==> config.mk <==
export PLATFORM = sky130hd
export DESIGN_NAME = bist_run_ctrl
export DESIGN_NICKNAME = d
export VERILOG_FILES = /design/src/rtl/bist_run_ctrl.sv
export SDC_FILE = /design/constraint.sdc
export NUM_CORES = 1
export LEC_CHECK = 0
export CORE_ASPECT_RATIO = 2
export CORE_MARGIN = 5
export CORE_UTILIZATION = 51
export CTS_CLUSTER_DIAMETER = 60
export CTS_CLUSTER_SIZE = 28
export DETAILED_ROUTE_END_ITERATION = 12
export PLACE_DENSITY = 0.87
export SLEW_MARGIN = 15
export SYNTH_ARGS = -nofsm -noshare
export SYNTH_HDL_FRONTEND = slang
export SYNTH_SLANG_ARGS = --single-unit
==> constraint.sdc <==
create_clock -name clock -period 2.4 [get_ports clock]
set_clock_uncertainty 0.1 [all_clocks]
set_input_delay 0.48 -clock clock [delete_from_list [all_inputs] [get_ports clock]]
set_output_delay 0.48 -clock clock [all_outputs]
set_load 0.02 [all_outputs]
==> src/rtl/bist_run_ctrl.sv <==
// Purpose: sequences SRAM BIST sessions (repeat, timeout, abort) and holds a sticky result set.
// Latency: bist_en rises one cycle after an accepted start; done pulses GAP cycles after the last b_done.
// Backpressure: none; start is dropped while a session is active, abort is honoured only in RUN/GAP.
module bist_run_ctrl #(
  parameter int RUN_W   = 4,
  parameter int CNT_W   = 16,
  parameter int TIMEOUT = 4000,
  parameter int GAP     = 2
) (
  input  logic             clock,
  input  logic             n_reset,
  input  logic             start,
  input  logic             abort,
  input  logic [RUN_W-1:0] num_runs,
  input  logic             b_done,
  input  logic             b_err,
  output logic             bist_en,
  output logic             busy,
  output logic             done,
  output logic             pass,
  output logic [RUN_W-1:0] fail_cnt,
  output logic [RUN_W-1:0] run_cnt,
  output logic             timeout,
  output logic             aborted,
  output logic [CNT_W-1:0] last_cycles
);

  typedef enum logic [1:0] {
    S_IDLE   = 2'd0,
    S_RUN    = 2'd1,
    S_GAP    = 2'd2,
    S_FINISH = 2'd3
  } state_t;

  localparam logic [CNT_W-1:0] TO_LAST  = CNT_W'(TIMEOUT);
  localparam logic [CNT_W-1:0] GAP_LAST = CNT_W'(GAP - 1);
  localparam logic [RUN_W-1:0] RUN_ONE  = RUN_W'(1);
  localparam logic [RUN_W-1:0] RUN_MAX  = '1;

  state_t           state, state_nxt;
  logic [CNT_W-1:0] cyc_cnt, cyc_cnt_nxt;
  logic [CNT_W-1:0] gap_cnt, gap_cnt_nxt;
  logic [RUN_W-1:0] target, target_nxt;
  logic             bist_en_nxt, busy_nxt, done_nxt, pass_nxt;
  logic             timeout_nxt, aborted_nxt;
  logic [RUN_W-1:0] fail_cnt_nxt, run_cnt_nxt;
  logic [CNT_W-1:0] last_cycles_nxt;
  logic [RUN_W-1:0] fail_inc;

  // Saturating increment of the failure counter.
  always_comb begin
    fail_inc = (fail_cnt == RUN_MAX) ? fail_cnt : fail_cnt + RUN_ONE;
  end

  // Next-state and next-output computation for the session FSM.
  always_comb begin
    state_nxt       = state;
    cyc_cnt_nxt     = cyc_cnt;
    gap_cnt_nxt     = gap_cnt;
    target_nxt      = target;
    bist_en_nxt     = bist_en;
    busy_nxt        = busy;
    done_nxt        = 1'b0;
    pass_nxt        = pass;
    timeout_nxt     = timeout;
    aborted_nxt     = aborted;
    fail_cnt_nxt    = fail_cnt;
    run_cnt_nxt     = run_cnt;
    last_cycles_nxt = last_cycles;

    case (state)
      S_IDLE: begin
        if (start) begin
          state_nxt    = S_RUN;
          bist_en_nxt  = 1'b1;
          busy_nxt     = 1'b1;
          cyc_cnt_nxt  = CNT_W'(1);
          target_nxt   = (num_runs == '0) ? RUN_ONE : num_runs;
          fail_cnt_nxt = '0;
          run_cnt_nxt  = '0;
          timeout_nxt  = 1'b0;
          aborted_nxt  = 1'b0;
          pass_nxt     = 1'b0;
        end
      end
      S_RUN: begin
        if (abort) begin
          // An aborted run is discarded: no run/fail accounting.
          state_nxt   = S_FINISH;
          bist_en_nxt = 1'b0;
          aborted_nxt = 1'b1;
        end else if (b_done && bist_en) begin
          // Completion beats a timeout landing in the same cycle.
          run_cnt_nxt     = run_cnt + RUN_ONE;
          fail_cnt_nxt    = b_err ? fail_inc : fail_cnt;
          last_cycles_nxt = cyc_cnt;
          bist_en_nxt     = 1'b0;
          gap_cnt_nxt     = '0;
          state_nxt       = S_GAP;
        end else if (cyc_cnt == TO_LAST) begin
          timeout_nxt  = 1'b1;
          fail_cnt_nxt = fail_inc;
          run_cnt_nxt  = run_cnt + RUN_ONE;
          bist_en_nxt  = 1'b0;
          state_nxt    = S_FINISH;
        end else begin
          cyc_cnt_nxt = cyc_cnt + CNT_W'(1);
        end
      end
      S_GAP: begin
        if (abort) begin
          state_nxt   = S_FINISH;
          aborted_nxt = 1'b1;
        end else if (gap_cnt == GAP_LAST) begin
          // bist_en has been low for GAP cycles, engine is back in reset.
          if (run_cnt == target) begin
            state_nxt = S_FINISH;
          end else begin
            state_nxt   = S_RUN;
            bist_en_nxt = 1'b1;
            cyc_cnt_nxt = CNT_W'(1);
          end
        end else begin
          gap_cnt_nxt = gap_cnt + CNT_W'(1);
        end
      end
      S_FINISH: begin
        state_nxt = S_IDLE;
        busy_nxt  = 1'b0;
      end
      default: begin
        state_nxt   = S_IDLE;
        busy_nxt    = 1'b0;
        bist_en_nxt = 1'b0;
      end
    endcase

    // Result is published together with the done pulse, from the final counts.
    if (state_nxt == S_FINISH) begin
      done_nxt = 1'b1;
      pass_nxt = (fail_cnt_nxt == '0) && !timeout_nxt && !aborted_nxt;
    end
  end

  // State and registered outputs; reset drops bist_en asynchronously.
  always_ff @(posedge clock or negedge n_reset) begin
    if (!n_reset) begin
      state       <= S_IDLE;
      cyc_cnt     <= '0;
      gap_cnt     <= '0;
      target      <= '0;
      bist_en     <= 1'b0;
      busy        <= 1'b0;
      done        <= 1'b0;
      pass        <= 1'b0;
      timeout     <= 1'b0;
      aborted     <= 1'b0;
      fail_cnt    <= '0;
      run_cnt     <= '0;
      last_cycles <= '0;
    end else begin
      state       <= state_nxt;
      cyc_cnt     <= cyc_cnt_nxt;
      gap_cnt     <= gap_cnt_nxt;
      target      <= target_nxt;
      bist_en     <= bist_en_nxt;
      busy        <= busy_nxt;
      done        <= done_nxt;
      pass        <= pass_nxt;
      timeout     <= timeout_nxt;
      aborted     <= aborted_nxt;
      fail_cnt    <= fail_cnt_nxt;
      run_cnt     <= run_cnt_nxt;
      last_cycles <= last_cycles_nxt;
    end
  end

endmodule

==> impl_metrics.ini <==
[synthesis]
synth_top_area_share = 0.467
synthesis.area_mm2 = 0.00364
synth.distinct_cells = 53
async_flop_share = 1.00
synthTopCellsByArea = dfrtp_1 (47%), mux2_2 (5.6%), xor2_1 (4.1%), nand2_1 (3.9%), ha_1 (3.4%)
yosysWarnings = 0
synth_top_flop_cell = dfrtp_1
synth_top_area_cell = dfrtp_1
avgSynthCellArea_um2 = 10.3
synth-edff-count = 0
synth-seq-area-share = 0.467
syn_inst = 355
synth-seq-cells = 68
synth_nets = 375

[global_route]
use_met1 = 0.224
use_met3 = 0.0497
grt_pass1_wl_um = 16400
top_usage_layer = met2
grt_antenna_before_repair = 0
grtUsageTotal = 0.233
grt_max_degree = 27
grt_overflow = 0
grt_use_met2 = 0.431
grt_pass1_vias = 3553

[critical_path]
cp.required_ns = 2.54
cp_slowest_cell = or4_4
cp_data_arrival_time_ns = 2.66
startpoint_type = flop
endpoint_kind = flop
r2r-start = cyc_cnt[1]
max_stage_delay_ns = 0.47
timing.rr.end = pass
r2r_slack_ns = -0.12
worstRegToRegCells = 8
cp_max_fo = 3
cp_cell_sequence = inv_1, ha_1, and4bb_2, nand4_4, a211oi_4, o221ai_1, or4_4, o41ai_4
crit_type = reg -> reg

[cells_and_area]
nNetsFinal = 505
antenna_cells = 0
fill_cells = 408
synthToLayoutAreaGrowth_pct = 43.6
drive_gt1_frac = 0.333
regArea_mm2 = 0.00170
final_common_cell = buf_4
multi_input_area_mm2 = 0.00201
final_cell_mix = buf_4 (82), dfrtp_1 (68), nand2_1 (38), clkdlybuf4s50_1 (38), nor2_1 (26)

[timing]
setup_viol = 3
rsz0062_at_grt = yes
maxSlewViolCount = 0
worst_pin_slew_ns = 0.537
slew_headroom = 0.642
period_share = 1.05
max_freq_ghz = 0.397
hold_violations = 0
layout_setup_ws_ns = -0.119
period_needed_ns = 2.52
worst_hold_slack_ns = 0.0225

[drt]
via_per_inst = 6.14
drc = 0
vias = 3563
route.antenna.remaining_nets = 0
drt-wirelength-per-cell_um = 20.0
routed_wl_um = 11600
drtPass1Iterations = 5
first_iter_violations = 309

[floorplan]
rows = 43
die_h_um = 130
dieArea_mm2 = 0.00904
initial_core_util = 0.525
die_w_um = 69.8
ios = 40
coreArea_mm2 = 0.00694

[placed_design]
dp_hpwl_um = 7610
place_congestion = 0.894
io_buffers = 39
pre_cts_ws_ns = -0.298

[power_and_ir_drop]
power.density_mw_per_mm2 = 1010
ir_drop_mv = 0.703
p_leak_nw = 2.39

[clocking]
h-tree-depth = 3
cts.clk_slew.worst_paths_ns = 0.05
cts_tree = built
numCtsBuffers = 9
cts_buffer_depth = 2
insertion_delay_ns = 0.34
clockRootBuffer = clkbuf_16
cts_sinks = 68

[outcome]
status = finished with violations
violations = setup timing

[min_path]
hold_path_class = in -> async

[job]
maxCapViolCount = 0
how the worst max path moves through the flow:
stage / to / cells past startpoint / slack [ns] / start
floorplan: pass / 8 / 0.05 / cyc_cnt[0]
global placement: pass / 7 / -0.19 / b_done
detailed placement: pass / 7 / -0.30 / b_done
CTS: pass / 8 / 0.005 / cyc_cnt[0]
global route: cyc_cnt[9] / 9 / -0.19 / gap_cnt[1]
finish: pass / 8 / -0.12 / cyc_cnt[1]
critical path, delay by kind of cell (launching register included):
kind,cells,cell delay [ns]
AO/OA/AOI/OAI,3,0.82
adder cells (fa/ha/maj),1,0.14
buffers and inverters,1,0.10
flip-flops,1,0.40
AND/OR/NAND/NOR,3,0.86
stage by stage:
stage	cell area [um2]	total power [W]	setup TNS [ns]	std cells	util
after floorplan	3650	0.00261	0	355	-
after global placement	4720	0.00358	-1.13	553	0.680
after detailed placement	4720	0.00368	-2.60	553	0.680
after CTS	5010	0.00491	0	570	0.722
after global routing	5230	0.00553	-1.09	580	0.754
final	5230	0.00529	-0.294	580	0.754
per-layer routing:
metal / wire [um] / up-vias
li1: - / 1563
met1: 3890 / 1774
met2: 6410 / 165
met3: 532 / 61
met4: 755 / 0
met5: 0 / -
cell type report:
class                           instances  share of cell area
Tap cell                               90              0.0215
Timing Repair Buffer                  127               0.208
Multi-Input combinational cell        266               0.385
Sequential cell                        68               0.325
Clock buffer                           12              0.0471
Clock inverter                          4             0.00478
Inverter                               13             0.00932
where the power goes:
part | internal (W) | total, W | switching (W) | leakage [nW]
logic | 0.00119 | 0.00255 | 0.00136 | 1.35
registers | 0.00135 | 0.00153 | 0.000183 | 0.914
clock network | 0.000723 | 0.00121 | 0.000485 | 0.129
state kept, by name, indices dropped and copies added (netlist names), 2 cells and up:
| signal | cells |
|---|---|
| last_cycles | 16 |
| gap_cnt | 16 |
| fail_cnt | 4 |
| target | 4 |
| run_cnt | 4 |
| state | 2 |
| cyc_cnt | 16 |
cells in the mapped netlist, types with 4 or more instances:
cell type  instances
nor2b_1            4
xor2_1            17
inv_1             13
or4_1              8
a21oi_1           21
o21ai_0           24
dfrtp_1           68
mux2_2            18
and3_1             9
nor2_1            26
or3_1              9
ha_1              10
clkbuf_1           8
nand2_1           38
and4_1             4
nand4_1           11
nand3_1           10
o31ai_1            7
kinds of logic after synthesis:
family	count (synthesis)	synth area share
AO/OA/AOI/OAI	75	0.138
XOR/XNOR	19	0.0457
adder cells (fa/ha/maj)	10	0.0343
buffers and inverters	23	0.0261
flip-flops	68	0.467
multiplexers	21	0.0639
AND/OR/NAND/NOR	139	0.225
timing repair:
| action | 4_1_cts | 5_1_grt |
|---|---|---|
| pin swaps | 2 | 14 |
| gates cloned | 0 | 2 |
| hold buffers | 0 | 0 |
| setup endpoints to repair | 6 | 16 |
| setup buffers | 1 | 9 |
| resized for setup | 1 | 34 |
Note: power is estimated with default switching activity, not from simulation.
